`src/rtl/elevador_pkg.sv`:
```
// Shared types and widths for the elevator controller.
package elevador_pkg;

    localparam int unsigned ANDAR_W   = 4;
    localparam int unsigned N_ANDARES = 16;

    typedef enum logic [1:0] {
        PARADO   = 2'd0,
        SUBINDO  = 2'd1,
        DESCENDO = 2'd2,
        PORTA    = 2'd3
    } estado_t;

endpackage

```
`src/rtl/det_direcao.sv`:
```
// Combinational detection of pending requests above and below a given floor.
module det_direcao
    import elevador_pkg::*;
(
    input  logic [N_ANDARES-1:0] i_pedidos,
    input  logic [ANDAR_W-1:0]   i_andar,
    output logic                 o_acima,
    output logic                 o_abaixo
);

    always_comb begin
        o_acima  = 1'b0;
        o_abaixo = 1'b0;
        for (int i = 0; i < int'(N_ANDARES); i++) begin
            if (i > int'(i_andar)) o_acima  = o_acima  | i_pedidos[i];
            if (i < int'(i_andar)) o_abaixo = o_abaixo | i_pedidos[i];
        end
    end

endmodule

```
`src/rtl/controle_elevador.sv`:
```
// SCAN elevator controller: latches floor calls, moves the car one floor per
// T_ANDAR cycles and holds the door open for T_PORTA cycles.
module controle_elevador
    import elevador_pkg::*;
#(
    parameter int unsigned T_ANDAR = 8,
    parameter int unsigned T_PORTA = 16
) (
    input  logic                 clk,
    input  logic                 rst_n,
    input  logic [N_ANDARES-1:0] botao,
    output logic [ANDAR_W-1:0]   andar,
    output logic [N_ANDARES-1:0] pedidos,
    output logic                 motor_sobe,
    output logic                 motor_desce,
    output logic                 porta_aberta,
    output logic                 direcao
);

    localparam int unsigned T_MAX   = (T_ANDAR > T_PORTA) ? T_ANDAR : T_PORTA;
    localparam int unsigned TIMER_W = $clog2(T_MAX);

    estado_t                r_estado, w_prox_estado;
    logic [ANDAR_W-1:0]     r_andar, w_prox_andar;
    logic [TIMER_W-1:0]     r_timer, w_prox_timer;
    logic                   r_direcao, w_prox_direcao;
    logic [N_ANDARES-1:0]   r_pedidos;
    logic [N_ANDARES-1:0]   w_limpa, w_mascara, w_um_andar;
    logic                   r_motor_sobe, r_motor_desce, r_porta_aberta;
    logic [ANDAR_W-1:0]     w_andar_mais, w_andar_menos;
    logic                   w_acima, w_abaixo, w_acima_mais, w_abaixo_menos;
    logic                   w_abaixo_mais, w_acima_menos, w_unused_det;

    assign w_andar_mais  = r_andar + ANDAR_W'(1);
    assign w_andar_menos = r_andar - ANDAR_W'(1);
    assign w_um_andar    = N_ANDARES'(1) << r_andar;
    // The served floor's own button is ignored while its door is open.
    assign w_mascara     = (r_estado == PORTA) ? w_um_andar : '0;
    assign w_unused_det  = w_abaixo_mais | w_acima_menos;

    det_direcao u_det_atual (
        .i_pedidos (r_pedidos),
        .i_andar   (r_andar),
        .o_acima   (w_acima),
        .o_abaixo  (w_abaixo)
    );

    det_direcao u_det_mais (
        .i_pedidos (r_pedidos),
        .i_andar   (w_andar_mais),
        .o_acima   (w_acima_mais),
        .o_abaixo  (w_abaixo_mais)
    );

    det_direcao u_det_menos (
        .i_pedidos (r_pedidos),
        .i_andar   (w_andar_menos),
        .o_acima   (w_acima_menos),
        .o_abaixo  (w_abaixo_menos)
    );

    always_ff @(posedge clk or negedge rst_n) begin
        if (!rst_n) begin
            r_estado       <= PARADO;
            r_andar        <= '0;
            r_timer        <= '0;
            r_direcao      <= 1'b1;
            r_pedidos      <= '0;
            r_motor_sobe   <= 1'b0;
            r_motor_desce  <= 1'b0;
            r_porta_aberta <= 1'b0;
        end else begin
            r_estado       <= w_prox_estado;
            r_andar        <= w_prox_andar;
            r_timer        <= w_prox_timer;
            r_direcao      <= w_prox_direcao;
            r_pedidos      <= (r_pedidos | (botao & ~w_mascara)) & ~w_limpa;
            r_motor_sobe   <= (w_prox_estado == SUBINDO);
            r_motor_desce  <= (w_prox_estado == DESCENDO);
            r_porta_aberta <= (w_prox_estado == PORTA);
        end
    end

    always_comb begin
        w_prox_estado  = r_estado;
        w_prox_andar   = r_andar;
        w_prox_timer   = r_timer;
        w_prox_direcao = r_direcao;
        w_limpa        = '0;
        case (r_estado)
            PARADO: begin
                if (r_pedidos[r_andar]) begin
                    w_prox_estado = PORTA;
                    w_prox_timer  = TIMER_W'(T_PORTA - 1);
                    w_limpa       = w_um_andar;
                end else if (r_direcao && w_acima) begin
                    w_prox_estado = SUBINDO;
                    w_prox_timer  = TIMER_W'(T_ANDAR - 1);
                end else if (!r_direcao && w_abaixo) begin
                    w_prox_estado = DESCENDO;
                    w_prox_timer  = TIMER_W'(T_ANDAR - 1);
                end else if (r_direcao && w_abaixo) begin
                    w_prox_estado  = DESCENDO;
                    w_prox_timer   = TIMER_W'(T_ANDAR - 1);
                    w_prox_direcao = 1'b0;
                end else if (!r_direcao && w_acima) begin
                    w_prox_estado  = SUBINDO;
                    w_prox_timer   = TIMER_W'(T_ANDAR - 1);
                    w_prox_direcao = 1'b1;
                end
            end
            SUBINDO: begin
                if (r_timer == '0) begin
                    w_prox_andar = w_andar_mais;
                    if (r_pedidos[w_andar_mais]) begin
                        w_prox_estado = PORTA;
                        w_prox_timer  = TIMER_W'(T_PORTA - 1);
                        w_limpa       = N_ANDARES'(1) << w_andar_mais;
                    end else if (w_acima_mais) begin
                        w_prox_timer  = TIMER_W'(T_ANDAR - 1);
                    end else begin
                        w_prox_estado = PARADO;
                    end
                end else begin
                    w_prox_timer = r_timer - TIMER_W'(1);
                end
            end
            DESCENDO: begin
                if (r_timer == '0) begin
                    w_prox_andar = w_andar_menos;
                    if (r_pedidos[w_andar_menos]) begin
                        w_prox_estado = PORTA;
                        w_prox_timer  = TIMER_W'(T_PORTA - 1);
                        w_limpa       = N_ANDARES'(1) << w_andar_menos;
                    end else if (w_abaixo_menos) begin
                        w_prox_timer  = TIMER_W'(T_ANDAR - 1);
                    end else begin
                        w_prox_estado = PARADO;
                    end
                end else begin
                    w_prox_timer = r_timer - TIMER_W'(1);
                end
            end
            PORTA: begin
                // Holding the call button of the open floor keeps the door open.
                if (botao[r_andar]) begin
                    w_prox_timer = TIMER_W'(T_PORTA - 1);
                end else if (r_timer == '0) begin
                    w_prox_estado = PARADO;
                end else begin
                    w_prox_timer = r_timer - TIMER_W'(1);
                end
            end
            default: w_prox_estado = PARADO;
        endcase
    end

    assign andar        = r_andar;
    assign pedidos      = r_pedidos;
    assign motor_sobe   = r_motor_sobe;
    assign motor_desce  = r_motor_desce;
    assign porta_aberta = r_porta_aberta;
    assign direcao      = r_direcao;

endmodule

```
`config.mk`:
```
export PLATFORM = sky130hd
export DESIGN_NAME = controle_elevador
export DESIGN_NICKNAME = d
export VERILOG_FILES = /design/src/rtl/elevador_pkg.sv /design/src/rtl/det_direcao.sv /design/src/rtl/controle_elevador.sv
export SDC_FILE = /design/constraint.sdc
export NUM_CORES = 1
export LEC_CHECK = 0
export BUFFER_PORTS_ARGS = -buffer_cell sky130_fd_sc_hd__clkbuf_2
export CAP_MARGIN = 20
export CORE_ASPECT_RATIO = 0.5
export CORE_MARGIN = 2
export CORE_UTILIZATION = 59
export CTS_CLUSTER_DIAMETER = 40
export CTS_CLUSTER_SIZE = 14
export DETAILED_ROUTE_END_ITERATION = 10
export GPL_ROUTABILITY_DRIVEN = 0
export PLACE_DENSITY = 0.81
export RECOVER_POWER = 50
export SLEW_MARGIN = 20
export SYNTH_ARGS = -nofsm -noshare
export SYNTH_HDL_FRONTEND = slang
export SYNTH_SLANG_ARGS = --single-unit
```
`constraint.sdc`:
```
create_clock -name clk -period 5.1 [get_ports clk]
set_clock_uncertainty 0.15 [all_clocks]
set_input_delay 0.765 -clock clk [delete_from_list [all_inputs] [get_ports clk]]
set_output_delay 0.765 -clock clk [all_outputs]
set_load 0.005 [all_outputs]
```
After elaboration in Yosys (flattened, before gate mapping):

Cells that the tools add are included.

* shifts and indexed selects: 3
* reductions and logical operators: 12
* add/sub/neg operators: 3
* bitwise operators: 64
* multiplexer cells: 108
* equality and inequality tests: 12
* order comparisons: 63

Operators with widths (count)
* $mux 16: 6
* $mux 1: 66
* $gt 4x4->1 const A: 16
* $mux 4: 15
* $lt 4x4->1 const A: 14
* $or 1x1->1: 56
* $pmux 16 s3: 1
* $shl 1x4->16 const A: 3
* $and 16x16->16: 2
* $gt 3x4->1 const A: 8
* $lt 3x4->1 const A: 8
* $not 16->16: 2
* $mux 2: 13
* $bmux 1 s4: 4
* $gt 2x4->1 const A: 4
* $lt 1x4->1 const A: 4
* $lt 2x4->1 const A: 4
* $or 16x16->16: 1
* $pmux 4 s4: 1
* $lt 4x5->1 const B: 3
* $eq 2x2->1 const B: 4
* $gt 1x4->1 const A: 2
* $ne 4x3->1 const B: 2
* $pmux 2 s4: 1
* other kinds (16): 25

* flip-flop bits (word level): 30
* input bits: 18
* output and inout port bits: 24

Longest topological paths before layout:

Gate-level depths: netlist of run 1.

* depth in word-level cells: 38
* gate-level depth with buffers: 14
* mapped depth without buffers: 10

Modules after synthesis:

A second synthesis of run 1 with hierarchy kept.

* cells, all modules: 417
* area, all modules: 3492.1 um^2

Modules (own cells, without submodules)
* controle_elevador: cells each 279, area an instance 2628.8 um^2, instances 1, seq. area each 752.0 um^2
* det_direcao: cells each 46, area an instance 287.8 um^2, instances 3, seq. area each 0.0 um^2

Least setup slack after synthesis of run 1:

Ideal clock, no wire load.

* path type: reg2reg
* start point: register r_andar[0] (netlist: andar[0])
* end point: register r_timer[0]
* arrival: 3.333 ns
* stages on the path, launching flop included: 15
* clock period less this slack: 3.608 ns
* buffers on the path: 4
* slack: 1.492 ns
* cell sequence: dfrtp_1 > buf_4 > buf_8 > buf_2 > inv_1 > ha_1 > ha_1 > clkbuf_1 > nand2_1 > a22o_1 > nor4_1 > o221ai_1 > o221ai_4 > o2bb2ai_4 > mux2_4

* cells in the longest elaborated chain, start to end: 36

RTL lines
* from (decl): line controle_elevador.sv:24 `logic [ANDAR_W-1:0] r_andar, w_prox_andar;`
* from (signal assigned): line controle_elevador.sv:74 `r_andar <= w_prox_andar;`
* branches (longest 36 deep; another with $sub 4x1->4)
* to (signal assigned): line controle_elevador.sv:75 `r_timer <= w_prox_timer;`
* to (decl): line controle_elevador.sv:25 `logic [TIMER_W-1:0] r_timer, w_prox_timer;`

Parallel ways; which one is timed is not known. The select of a mux whose other input is x is not followed.
A chain may end at the register's enable or synchronous reset.

Final worst setup path of run 1:

Same ends and word-level chain as after synthesis.

==> impl_metrics.sql, run 1 <==
INSERT INTO impl_metrics (metric_group, metric, value, unit) VALUES
('clocking', 'hold_buffers', '0', ''),
('synth', 'async_reset_ff_frac', '1.000', ''),
('clocking', 'cts-root-buf', 'sky130_fd_sc_hd__clkbuf_8', ''),
('die', 'floorplan.rows', '19', ''),
('job', 'maxCapViolations', '1', ''),
('placement', 'io_buffers', '41', ''),
('clocking', 'number_of_buffers_on_the_longest_clock_path', '2', ''),
('worst_setup_path', 'worst-endpoint-required', '5.14', 'ns'),
('synth', 'synth_warnings', '0', ''),
('cells_and_area', 'final_layout_size_suffix_gt1_frac', '0.2045', ''),
('worst_setup_path', 'crit_path_start_kind', 'register', ''),
('global_routing', 'globalRouteTotalUtil', '0.3835', ''),
('global_routing', 'met2_use_gr', '0.5421', ''),
('cells_and_area', 'finalCoreUtilization', '0.6466', ''),
('outcome', 'outcome', 'finished, violations left', ''),
('clocking', 'gates_resized_cts_repair', '0', ''),
('global_routing', 'antenna_found_initial', '0', ''),
('outcome', 'violations', 'capacitance limit, slew limit', ''),
('global_routing', 'wire_length_of_the_first_global_routing_pass', '17.94', 'mm'),
('timing', 'period_needed', '3.729', 'ns'),
('die', 'die_x', '109.2', 'um'),
('timing', 'slew_violations', '31', ''),
('die', 'placeableCoreArea', '0.005420', 'mm^2'),
('timing', 'final.period_utilization', '0.7312', ''),
('worst_setup_path', 'timing.reg2reg.setup_slack', '1.37', 'ns'),
('detailed_routing', 'wl_per_cell', '24.12', 'um'),
('timing', 'final_hold_viol_count', '0', ''),
('placement', 'place.detailed.instances', '461', ''),
('timing', 'grt_setup_unrepaired', 'false', ''),
('clocking', 'htree_levels', '2', ''),
('synth', 'ys_top_cells_by_count', '37 x sky130_fd_sc_hd__a21oi_1, 33 x sky130_fd_sc_hd__nor2_1, 31 x sky130_fd_sc_hd__nand2_1, 29 x sky130_fd_sc_hd__dfrtp_1, 19 x sky130_fd_sc_hd__clkbuf_1', ''),
('power', 'maximum_ir_drop_on_the_vdd_rail', '0.2337', 'mV'),
('synth', 'syn-cell-area', '0.003264', 'mm^2'),
('synth', 'synthesis.instances', '379', ''),
('worst_setup_path', 'crit_type', 'reg2reg', ''),
('global_routing', 'largest_net_degree_at_the_start_of_global_routing', '34', ''),
('synth', 'synth_top_area_share', '0.2223', ''),
('clocking', 'postCtsSetupBuffers', '0', ''),
('timing', 'fmaxAchievable', '268.2', 'MHz'),
('worst_setup_path', 'critical_path_buffers_and_inverters', '1', ''),
('clocking', 'tritoncts', 'yes', ''),
('clocking', 'worstSkewPairLatency', '0.30', 'ns'),
('clocking', 'cts_made_buffers', '5', ''),
('synth', 'synth_most_common_cell', 'sky130_fd_sc_hd__a21oi_1', ''),
('detailed_routing', 'detailedRoute.firstIterationViolations', '607', ''),
('cells_and_area', 'layout.filler_cells', '471', ''),
('synth', 'synth.ff_latch_count', '30', ''),
('global_routing', 'use_met1', '0.5044', ''),
('placement', 'detailedPlacementHpwl', '7.860', 'mm'),
('cells_and_area', 'layout.cells.non_filler', '469', ''),
('detailed_routing', 'route.detailed.drc', '0', ''),
('die', 'die_area', '0.006180', 'mm^2'),
('worst_setup_path', 'critical_path_peak_fanout', '31', ''),
('detailed_routing', 'number_of_detailed_route_iterations_in_the_first_pass', '8', ''),
('global_routing', 'grt_overflow_total', '0', ''),
('worst_setup_path', 'crit_path_top_delay_cell', 'sky130_fd_sc_hd__ha_1', ''),
('worst_setup_path', 'crit_path_cell_trace', 'buf_4 > ha_1 > ha_1 > nor2b_1 > o31ai_1 > a21oi_1 > nor4_1 > a31o_1 > o2bb2ai_4 > mux2_4', ''),
('cells_and_area', 'diodes', '0', ''),
('die', 'start_util', '0.6023', ''),
('global_routing', 'global_route.usage.met3', '0.1847', ''),
('timing', 'worst-slew-pin-transition', '1.678', 'ns'),
('synth', 'netlist-cell-type-count', '65', ''),
('detailed_routing', 'route.antenna.remaining_nets', '0', ''),
('detailed_routing', 'route.detailed.vias_per_inst', '7.531', ''),
('die', 'floorplan.die.height', '56.60', 'um'),
('worst_setup_path', 'max_stage_delay', '0.48', 'ns'),
('timing', 'final-setup-viol-count', '0', ''),
('worst_setup_path', 'cp.arrival', '3.76', 'ns'),
('hold_path', 'timing.hold.worst.class', 'reg2reg', ''),
('worst_setup_path', 'critical-path-top-cell-by-count', 'sky130_fd_sc_hd__ha_1', ''),
('timing', 'setup_total_negative_slack', '0', 'ns');
final cells by class:
type,instances,area [um^2],area share
Timing Repair Buffer,44,224.0,0.06391
Clock buffer,6,82.58,0.02356
Tap cell,73,91.34,0.02606
Sequential cell,30,752.0,0.2146
Inverter,14,52.55,0.01499
Clock inverter,2,12.51,0.003570
Multi-Input combinational cell,300,2290,0.6533
power by group:
part           switching, uW  total (uW)  internal (uW)  leakage, uW
Combinational            357         591            233     0.000960
Clock                    115         224            109    0.0000472
Sequential              67.4         344            277     0.000302
layout by cell type (no fill, tap or decap), drive strengths merged, types with 4 or more instances in the layout:
| cell | instances |
|---|---|
| a211oi | 6 |
| a21oi | 38 |
| a221o | 6 |
| a221oi | 4 |
| a31oi | 12 |
| a32oi | 6 |
| and2 | 8 |
| and3 | 6 |
| clkbuf | 47 |
| dfrtp | 29 |
| ha | 13 |
| inv | 14 |
| mux2i | 11 |
| mux4 | 15 |
| nand2 | 31 |
| nand2b | 10 |
| nand3 | 12 |
| nor2 | 33 |
| nor2b | 8 |
| nor3 | 8 |
| nor4 | 7 |
| o21ai | 12 |
| o221ai | 4 |
| o31ai | 6 |
| xnor2 | 5 |
metrics by stage:
stage / instance area [um^2] / total power (uW) / setup slack, ns / hold slack [ns]
finish: 3505 / 1159 / 1.371 / 0.3756
global route: 3505 / 1208 / 1.231 / 0.3894
CTS: 3508 / 1125 / 1.449 / 0.3678
detailed placement: 3413 / 908.1 / 1.464 / 0.3506
global placement: 3413 / 886.4 / 1.618 / 0.3427
floorplan: 3264 / 765.5 / 1.492 / 0.3194
registers in the layout, summed over array words and instances, names as in the netlist:
signal and flops:
porta_aberta 1, r_timer 4, pedidos 16, motor_desce 1, motor_sobe 1, r_estado 2, andar 4, direcao 1
per-layer routing:
metal,share of wire,vias to the layer above
met4,0.056,0
met5,0,-
met3,0.18,96
met2,0.39,361
met1,0.37,1604
li1,-,1471
kinds of logic after synthesis:
| family | after synthesis | synth area share |
|---|---|---|
| flops | 30 | 0.2304 |
| compound gates | 124 | 0.2733 |
| buf+inv | 49 | 0.06822 |
| xor+xnor | 5 | 0.01572 |
| simple gates | 129 | 0.2131 |
| fa+ha+maj | 14 | 0.05290 |
| mux | 28 | 0.1464 |
final timing paths:
path                             from          end  cells past startpoint
max                          andar[0]   r_timer[0]                     10
min                        r_timer[1]   r_timer[1]                      1
max reg2reg                  andar[0]   r_timer[0]                     10
min reg2reg                r_timer[1]   r_timer[1]                      1
max in group asynchronous       rst_n  pedidos[14]                      1
min in group asynchronous       rst_n   pedidos[0]                      1
No activity file was read; power rests on OpenSTA's default activity.
==> run 2: changes to the inputs <==
Settings changed: ABC_AREA from default to 1, CORE_UTILIZATION 59 to 54, PLACE_DENSITY 0.81 to 0.78.
Clock period 5.1 ns to 3 ns, I/O delays scaled along.
==> run 2 against run 1 <==
The run still ends with capacitance limit, slew limit left. Sequential share of layout area decreased by 2.5 points. Total power grew to 3.7 times the previous value. Combinational power rose to 5.3 times the previous value. Final cell count rose by 57%. Die area up 17%. Setup slack got worse by 1.2 ns. Synthesized cell count rose by 58%. First-iteration DRC count rose by 38%. Global-route usage shrank 0.60 points. Sequential power up 90%. Count of clock-buffer cells in the layout unchanged. Register-to-register slack lost 1.2 ns. Critical path type unchanged.
==> impl_metrics.sql, run 2 <==
INSERT INTO impl_metrics (metric_group, metric, value, unit) VALUES
('outcome', 'outcome', 'finished, violations left', ''),
('outcome', 'violations', 'capacitance limit, slew limit', ''),
('global_routing', 'met2_use_gr', '0.5434', ''),
('power', 'clkPwrFrac', '0.122', ''),
('job', 'maxCapViolations', '1', ''),
('clocking', 'cts-root-buf', 'sky130_fd_sc_hd__clkbuf_16', ''),
('global_routing', 'first_global_vias', '3837', ''),
('power', 'power_report.internal_total', '1761', 'uW'),
('cells_and_area', 'largest_register_ffs', '16', ''),
('detailed_routing', 'wl_per_cell', '18.13', 'um'),
('detailed_routing', 'number_of_detailed_route_iterations_in_the_first_pass', '8', ''),
('die', 'die_area', '0.007258', 'mm^2'),
('power', 'power_leakage', '0.002044', 'uW'),
('synth', 'syn-cell-area', '0.003540', 'mm^2'),
('synth', 'synth_most_common_cell', 'sky130_fd_sc_hd__nand2_1', ''),
('clocking', 'cts_num_sinks', '30', ''),
('synth', 'async_reset_ff_frac', '1.000', ''),
('synth', 'synthFlopType', 'sky130_fd_sc_hd__dfrtp_1', ''),
('clocking', 'cts_made_buffers', '5', ''),
('hold_path', 'timing.hold.worst.class', 'in2reg', ''),
('power', 'pwr-share-comb', '0.727', ''),
('die', 'number_of_ports_placed_on_the_die_boundary', '42', ''),
('synth', 'synth_top_cell_by_area', 'sky130_fd_sc_hd__dfrtp_1', ''),
('global_routing', 'grt_overflow_total', '0', ''),
('timing', 'worst-slew-pin-transition', '1.695', 'ns'),
('clocking', 'htree_levels', '2', ''),
('cells_and_area', 'most_frequent_standard_cell_in_the_layout_excluding_fill_and_tap_cells', 'sky130_fd_sc_hd__nand2_1', ''),
('cells_and_area', 'diodes', '0', ''),
('power', 'pwr-share-seq', '0.151', ''),
('cells_and_area', 'footprint_of_the_multi_input_gates', '0.002384', 'mm^2'),
('global_routing', 'antenna_found_initial', '0', ''),
('global_routing', 'use_met1', '0.5147', ''),
('placement', 'place.detailed.instances', '727', ''),
('global_routing', 'wire_length_of_the_first_global_routing_pass', '20.58', 'mm'),
('die', 'die_x', '118.5', 'um'),
('detailed_routing', 'detailedRoute.firstIterationViolations', '839', ''),
('clocking', 'number_of_buffers_on_the_longest_clock_path', '2', ''),
('detailed_routing', 'vias', '4541', ''),
('power', 'sw_ratio', '0.5928', ''),
('timing', 'whs', '0.2726', 'ns'),
('worst_setup_path', 'reg2reg_from', 'andar[1]', ''),
('worst_setup_path', 'cp.arrival', '2.83', 'ns'),
('detailed_routing', 'route.detailed.vias_per_inst', '6.178', ''),
('timing', 'final_hold_viol_count', '0', ''),
('power', 'total_switching_power', '2564', 'uW'),
('cells_and_area', 'final_layout_size_suffix_gt1_frac', '0.1468', ''),
('cells_and_area', 'synthToLayoutAreaGrowth', '12.20', '%'),
('synth', 'synthTopCellsByArea', 'sky130_fd_sc_hd__dfrtp_1 21%, sky130_fd_sc_hd__nand2_1 19%, sky130_fd_sc_hd__nand3_1 11%', ''),
('power', 'power-per-cell-area', '1089', 'mW/mm^2'),
('worst_setup_path', 'timing.critical_path.to_type', 'register', ''),
('detailed_routing', 'route.detailed.drc', '0', ''),
('placement', 'detailedPlacementHpwl', '10.18', 'mm'),
('hold_path', 'worstHoldStart', 'botao[10]', ''),
('synth', 'syn_nets', '631', ''),
('worst_setup_path', 'crit_path_start_kind', 'register', ''),
('timing', 'final.period_utilization', '0.9359', ''),
('synth', 'post_synth.cell_area_avg', '5.899', 'um^2'),
('die', 'placeableCoreArea', '0.006206', 'mm^2'),
('detailed_routing', 'detail_route.wirelength', '13.33', 'mm'),
('timing', 'period_needed', '2.808', 'ns'),
('timing', 'slew_violations', '31', ''),
('placement', 'post-place-ws', '0.2716', 'ns'),
('timing', 'final-setup-viol-count', '0', ''),
('clocking', 'worstSkewPairLatency', '0.29', 'ns'),
('global_routing', 'global_route.usage.met3', '0.1667', ''),
('global_routing', 'globalRouteTotalUtil', '0.3775', ''),
('timing', 'fmaxAchievable', '356.1', 'MHz'),
('timing', 'relSlewSlack', '-0.1297', ''),
('clocking', 'tritoncts', 'yes', ''),
('synth', 'ys_top_cells_by_count', '183 x sky130_fd_sc_hd__nand2_1, 79 x sky130_fd_sc_hd__nand3_1, 61 x sky130_fd_sc_hd__nor2_1, 54 x sky130_fd_sc_hd__inv_1, 30 x sky130_fd_sc_hd__a21oi_1', ''),
('timing', 'setup_total_negative_slack', '0', 'ns'),
('cells_and_area', 'layout.filler_cells', '613', ''),
('cells_and_area', 'finalCoreUtilization', '0.6399', ''),
('global_routing', 'top_usage_layer', 'met2', ''),
('die', 'start_util', '0.5704', ''),
('worst_setup_path', 'critical_path_peak_fanout', '14', ''),
('cells_and_area', 'layout.area.seq', '752.0', 'um^2'),
('worst_setup_path', 'startpoint', 'andar[1]', ''),
('timing', 'finalWorstSetupSlack', '0.1922', 'ns'),
('placement', 'io_buffers', '41', ''),
('synth', 'netlist-cell-type-count', '40', ''),
('clocking', 'hold_buffers', '0', ''),
('synth', 'synth-edff-count', '0', ''),
('cells_and_area', 'finish.net_count', '677', ''),
('power', 'maximum_ir_drop_on_the_vdd_rail', '0.5429', 'mV'),
('cells_and_area', 'mostFrequentLayoutCells', '183 x sky130_fd_sc_hd__nand2_1, 79 x sky130_fd_sc_hd__nand3_1, 61 x sky130_fd_sc_hd__nor2_1', ''),
('global_routing', 'largest_net_degree_at_the_start_of_global_routing', '31', ''),
('detailed_routing', 'route.antenna.remaining_nets', '0', ''),
('worst_setup_path', 'crit_type', 'reg2reg', ''),
('worst_setup_path', 'worst-endpoint-required', '3.02', 'ns'),
('synth', 'synth_top_area_share', '0.2050', ''),
('die', 'floorplan.rows', '20', ''),
('synth', 'synth.ff_latch_count', '30', ''),
('clocking', 'clk_transition_reported_paths', '0.06', 'ns'),
('synth', 'synth_warnings', '0', ''),
('worst_setup_path', 'timing.reg2reg.setup_slack', '0.19', 'ns'),
('synth', 'synthesis.instances', '600', ''),
('synth', 'yosysSeqAreaShare', '0.2124', ''),
('die', 'floorplan.die.height', '61.25', 'um'),
('timing', 'grt_setup_unrepaired', 'false', ''),
('cells_and_area', 'layout.cells.non_filler', '735', '');
-- run 2: cell type report --
| cell class | count | area share |
|---|---|---|
| inverters | 67 | 0.06333 |
| well taps | 88 | 0.02773 |
| clock inverters | 2 | 0.003151 |
| repair buffers | 58 | 0.08129 |
| multi-input cells | 484 | 0.6002 |
| flip-flops and latches | 30 | 0.1894 |
| clock buffers | 6 | 0.03497 |
-- run 2: cells by family (layout without fill, tap and decap cells) --
logic type / Yosys count / in the layout / synth area share
xor gates and xnor gates: 3 / 3 / 0.007424
AOI/OAI and AO/OA: 92 / 92 / 0.1467
buffers and inverters: 86 / 133 / 0.1149
adders and majority gates: 13 / 13 / 0.04595
and+or+nand+nor: 376 / 376 / 0.4726
DFF: 30 / 30 / 0.2124
-- run 2: per-layer routing --
| metal | share of wire | routed length [um] | vias up |
|---|---|---|---|
| li1 | - | - | 2078 |
| met1 | 0.40 | 5370 | 2013 |
| met2 | 0.38 | 5086 | 388 |
| met3 | 0.18 | 2374 | 62 |
| met4 | 0.037 | 497 | 0 |
| met5 | 0 | 0 | - |
-- run 2: critical path, cell delays in order (launching register included) --
cell,delay [ns]
sky130_fd_sc_hd__dfrtp_1,0.43
sky130_fd_sc_hd__inv_2,0.10
sky130_fd_sc_hd__ha_1,0.22
sky130_fd_sc_hd__ha_1,0.34
sky130_fd_sc_hd__inv_1,0.37
sky130_fd_sc_hd__o21ai_0,0.17
sky130_fd_sc_hd__nand3_1,0.11
sky130_fd_sc_hd__nand2_1,0.05
sky130_fd_sc_hd__nand2_1,0.06
sky130_fd_sc_hd__nand2_1,0.05
sky130_fd_sc_hd__nand3_1,0.17
sky130_fd_sc_hd__nor2_1,0.10
sky130_fd_sc_hd__nor2_4,0.18
sky130_fd_sc_hd__nand2_4,0.09
sky130_fd_sc_hd__nand2_1,0.06
sky130_fd_sc_hd__nand2_1,0.05
-- run 2: final timing paths --
kind	endpoint	cells after the start
worst max-delay path	r_timer[3]	15
worst min-delay path	pedidos[10]	3
worst max register to register	r_timer[3]	15
worst min register to register	r_timer[1]	2
max in group asynchronous	pedidos[0]	1
min in group asynchronous	andar[1]	1
-- run 2: repair_timing --
| item | CTS | global route |
|---|---|---|
| gates resized for setup | 0 | 1 |
| setup buffers | 0 | 0 |
| endpoints found under the setup margin | 0 | 2 |
| hold endpoints to repair | 0 | 0 |
-- run 2: metrics by stage --
step                cell area (um^2)  total power (uW)
floorplan                       3540              2872
global placement                3827              3644
detailed placement              3827              3634
CTS                             3979              4181
global route                    3971              4643
finish                          3971              4325
-- run 2: power by group through the flow --
stage | clock [uW] | combinational (uW) | sequential [uW]
after floorplan | 0 | 2250 | 623
after global placement | 0 | 2990 | 656
after detailed placement | 0 | 2980 | 654
after CTS | 525 | 3010 | 650
after global routing | 547 | 3430 | 667
final | 527 | 3140 | 654
==> run 3: changes to the inputs <==
Settings changed: CORE_UTILIZATION 54 to 55, CTS_BUF_LIST from default to sky130_fd_sc_hd__clkbuf_2, PLACE_DENSITY 0.78 to 0.79.
==> run 3 against run 2 <==
The run still ends with capacitance limit, slew limit left. Register-to-register slack got worse by 0.02 ns. Sequential power decreased by 0.6%. Combinational power increased by 5%. Sequential share of layout area increased by 0.33 points. Worst hold slack got worse by 0.12 ns. Die area decreased by 1.7%. Final cell count increased by 0.27%. First-iteration DRC count increased by 10%. Critical path type unchanged. Critical endpoint is now pedidos[6]. Largest power group unchanged. Highest routed layer unchanged.
==> impl_metrics.sql, run 3 (synthesis results as in run 2) <==
INSERT INTO impl_metrics (metric_group, metric, value, unit) VALUES
('detailed_routing', 'route.detailed.vias_per_inst', '6.309', ''),
('cells_and_area', 'mostFrequentLayoutCells', '183 x sky130_fd_sc_hd__nand2_1, 79 x sky130_fd_sc_hd__nand3_1, 59 x sky130_fd_sc_hd__nor2_1', ''),
('hold_path', 'timing.hold.worst.class', 'in2reg', ''),
('worst_setup_path', 'reg2reg_from', 'andar[0]', ''),
('timing', 'final_hold_viol_count', '0', ''),
('placement', 'io_buffers', '41', ''),
('detailed_routing', 'vias', '4650', ''),
('power', 'report.power.total', '4176', 'uW'),
('cells_and_area', 'final_layout_size_suffix_gt1_frac', '0.1510', ''),
('power', 'power_leakage', '0.002008', 'uW'),
('detailed_routing', 'route.met2.wl', '5.173', 'mm'),
('clocking', 'tritoncts', 'yes', ''),
('cells_and_area', 'finish.net_count', '679', ''),
('placement', 'area_after_detailed_placement', '0.003847', 'mm^2'),
('clocking', 'cts-root-buf', 'sky130_fd_sc_hd__clkbuf_2', ''),
('power', 'sw_ratio', '0.6349', ''),
('clocking', 'number_of_buffers_on_the_longest_clock_path', '2', ''),
('power', 'pwr-share-comb', '0.792', ''),
('worst_setup_path', 'timing.critical_path.to_type', 'register', ''),
('detailed_routing', 'routedLengthMet1', '5.279', 'mm'),
('clocking', 'worstSkewPairLatency', '0.39', 'ns'),
('power', 'clkPwrFrac', '0.053', ''),
('global_routing', 'first_global_vias', '4107', ''),
('clocking', 'clk_transition_reported_paths', '0.19', 'ns'),
('clocking', 'cts_num_sinks', '30', ''),
('placement', 'post-place-ws', '0.1954', 'ns'),
('detailed_routing', 'route.antenna.remaining_nets', '0', ''),
('die', 'floorplan.die.height', '60.73', 'um'),
('cells_and_area', 'final_design_area_no_fill', '0.003904', 'mm^2'),
('die', 'number_of_ports_placed_on_the_die_boundary', '42', ''),
('die', 'die_x', '117.5', 'um'),
('power', 'pwr-share-seq', '0.156', ''),
('timing', 'fmaxAchievable', '353.1', 'MHz'),
('worst_setup_path', 'startpoint', 'andar[0]', ''),
('clocking', 'htree_levels', '2', ''),
('die', 'start_util', '0.5773', ''),
('worst_setup_path', 'crit_type', 'reg2reg', ''),
('job', 'maxCapViolations', '1', ''),
('timing', 'worst-slew-pin-transition', '1.789', 'ns'),
('worst_setup_path', 'cp.arrival', '2.99', 'ns'),
('hold_path', 'worstHoldStart', 'botao[12]', ''),
('detailed_routing', 'route.detailed.drc', '0', ''),
('die', 'floorplan.rows', '20', ''),
('timing', 'slew_violations', '31', ''),
('power', 'power_report.internal_total', '1525', 'uW'),
('detailed_routing', 'detailedRoute.firstIterationViolations', '926', ''),
('global_routing', 'antenna_found_initial', '0', ''),
('timing', 'final.period_utilization', '0.9440', ''),
('cells_and_area', 'most_frequent_standard_cell_in_the_layout_excluding_fill_and_tap_cells', 'sky130_fd_sc_hd__nand2_1', ''),
('clocking', 'cts_made_buffers', '5', ''),
('timing', 'period_needed', '2.832', 'ns'),
('timing', 'final-setup-viol-count', '0', ''),
('worst_setup_path', 'worst-endpoint-required', '3.16', 'ns'),
('die', 'placeableCoreArea', '0.006131', 'mm^2'),
('power', 'maximum_ir_drop_on_the_vdd_rail', '0.4871', 'mV'),
('detailed_routing', 'route.top_layer_used', 'met4', ''),
('timing', 'whs', '0.1557', 'ns'),
('cells_and_area', 'largest_register_ffs', '16', ''),
('placement', 'detailedPlacementHpwl', '10.34', 'mm'),
('timing', 'finalWorstSetupSlack', '0.1680', 'ns'),
('worst_setup_path', 'crit_path_start_kind', 'register', ''),
('worst_setup_path', 'critical_path_peak_fanout', '6', ''),
('cells_and_area', 'synthToLayoutAreaGrowth', '10.29', '%'),
('cells_and_area', 'diodes', '0', ''),
('timing', 'relSlewSlack', '-0.1928', ''),
('detailed_routing', 'wl_per_cell', '18.64', 'um'),
('die', 'die_area', '0.007132', 'mm^2'),
('power', 'power-per-cell-area', '1070', 'mW/mm^2'),
('outcome', 'violations', 'capacitance limit, slew limit', ''),
('global_routing', 'globalRouteTotalUtil', '0.3883', ''),
('power', 'total_switching_power', '2651', 'uW'),
('global_routing', 'wire_length_of_the_first_global_routing_pass', '21.20', 'mm'),
('detailed_routing', 'dr_wl_met3', '2.590', 'mm'),
('clocking', 'postCtsSetupBuffers', '0', ''),
('detailed_routing', 'number_of_detailed_route_iterations_in_the_first_pass', '9', ''),
('outcome', 'outcome', 'finished, violations left', ''),
('cells_and_area', 'finalCoreUtilization', '0.6367', ''),
('global_routing', 'largest_net_degree_at_the_start_of_global_routing', '31', ''),
('detailed_routing', 'detail_route.wirelength', '13.74', 'mm'),
('global_routing', 'grt_overflow_total', '0', '');
==> run 3: changes by cell type in the layout (fill, tap and decap cells not counted), moves of 2 or more <==
cell / previous run / this run
sky130_fd_sc_hd__clkbuf_16: 5 / 0
sky130_fd_sc_hd__clkbuf_2: 33 / 38
sky130_fd_sc_hd__nor2_1: 61 / 59
sky130_fd_sc_hd__nor2_2: 6 / 8
==> run 3: critical path, stage by stage (launching register included) <==
cell and delay [ns]:
sky130_fd_sc_hd__dfrtp_1 0.50, sky130_fd_sc_hd__ha_1 0.24, sky130_fd_sc_hd__ha_1 0.42, sky130_fd_sc_hd__inv_1 0.16, sky130_fd_sc_hd__nor2_2 0.20, sky130_fd_sc_hd__nand3_1 0.09, sky130_fd_sc_hd__nand2_1 0.12, sky130_fd_sc_hd__o21ai_4 0.12
sky130_fd_sc_hd__nand2_1 0.09, sky130_fd_sc_hd__nand2_1 0.13, sky130_fd_sc_hd__inv_1 0.17, sky130_fd_sc_hd__nand3_1 0.11, sky130_fd_sc_hd__o21ai_0 0.19, sky130_fd_sc_hd__nor3_1 0.07
==> run 3: through the flow <==
step	setup TNS (ns)	instances
floorplan	0	600
global placement	0	728
detailed placement	0	728
CTS	0	737
global route	-0.2617	737
finish	0	737
==> run 3: cell type report <==
type                            count  area, um^2
Fill cell                         619        2227
Tap cell                           88       110.1
Inverter                           67       251.5
Sequential cell                    30       752.0
Timing Repair Buffer               60       352.8
Multi-Input combinational cell    484        2396
Clock inverter                      3       16.27
Clock buffer                        5       25.02
==> run 3: metal layers <==
| metal | vias up | GRT usage |
|---|---|---|
| met1 | 2009 | 0.5101 |
| met3 | 105 | 0.1579 |
| met4 | 0 | 0.1704 |
| met2 | 458 | 0.5739 |
| li1 | 2078 | - |
| met5 | - | 0 |
==> run 3: final timing paths <==
| path | end | slack, ns | cells past startpoint |
|---|---|---|---|
| worst min-delay path | pedidos[12] | 0.16 | 3 |
| max in group asynchronous | pedidos[11] | 0.78 | 2 |
| worst max register to register | pedidos[6] | 0.17 | 13 |
| min in group asynchronous | pedidos[6] | 0.89 | 2 |
| worst max-delay path | pedidos[6] | 0.17 | 13 |
| worst min register to register | r_timer[1] | 0.39 | 2 |
==> run 3: power groups by stage <==
stage                     Combinational (uW)  Clock, uW  Sequential [uW]
after floorplan                         2250          0              623
after global placement                  3060          0              648
after detailed placement                3080          0              649
after CTS                               3100        218              642
after global routing                    3560        239              659
final                                   3310        219              650
==> run 3: timing repair <==
| item | CTS | global route |
|---|---|---|
| endpoints found under the hold margin | 14 | 0 |
| setup endpoints to repair | 0 | 8 |
| hold buffers | 1 | 0 |
| gates resized for setup | 0 | 4 |
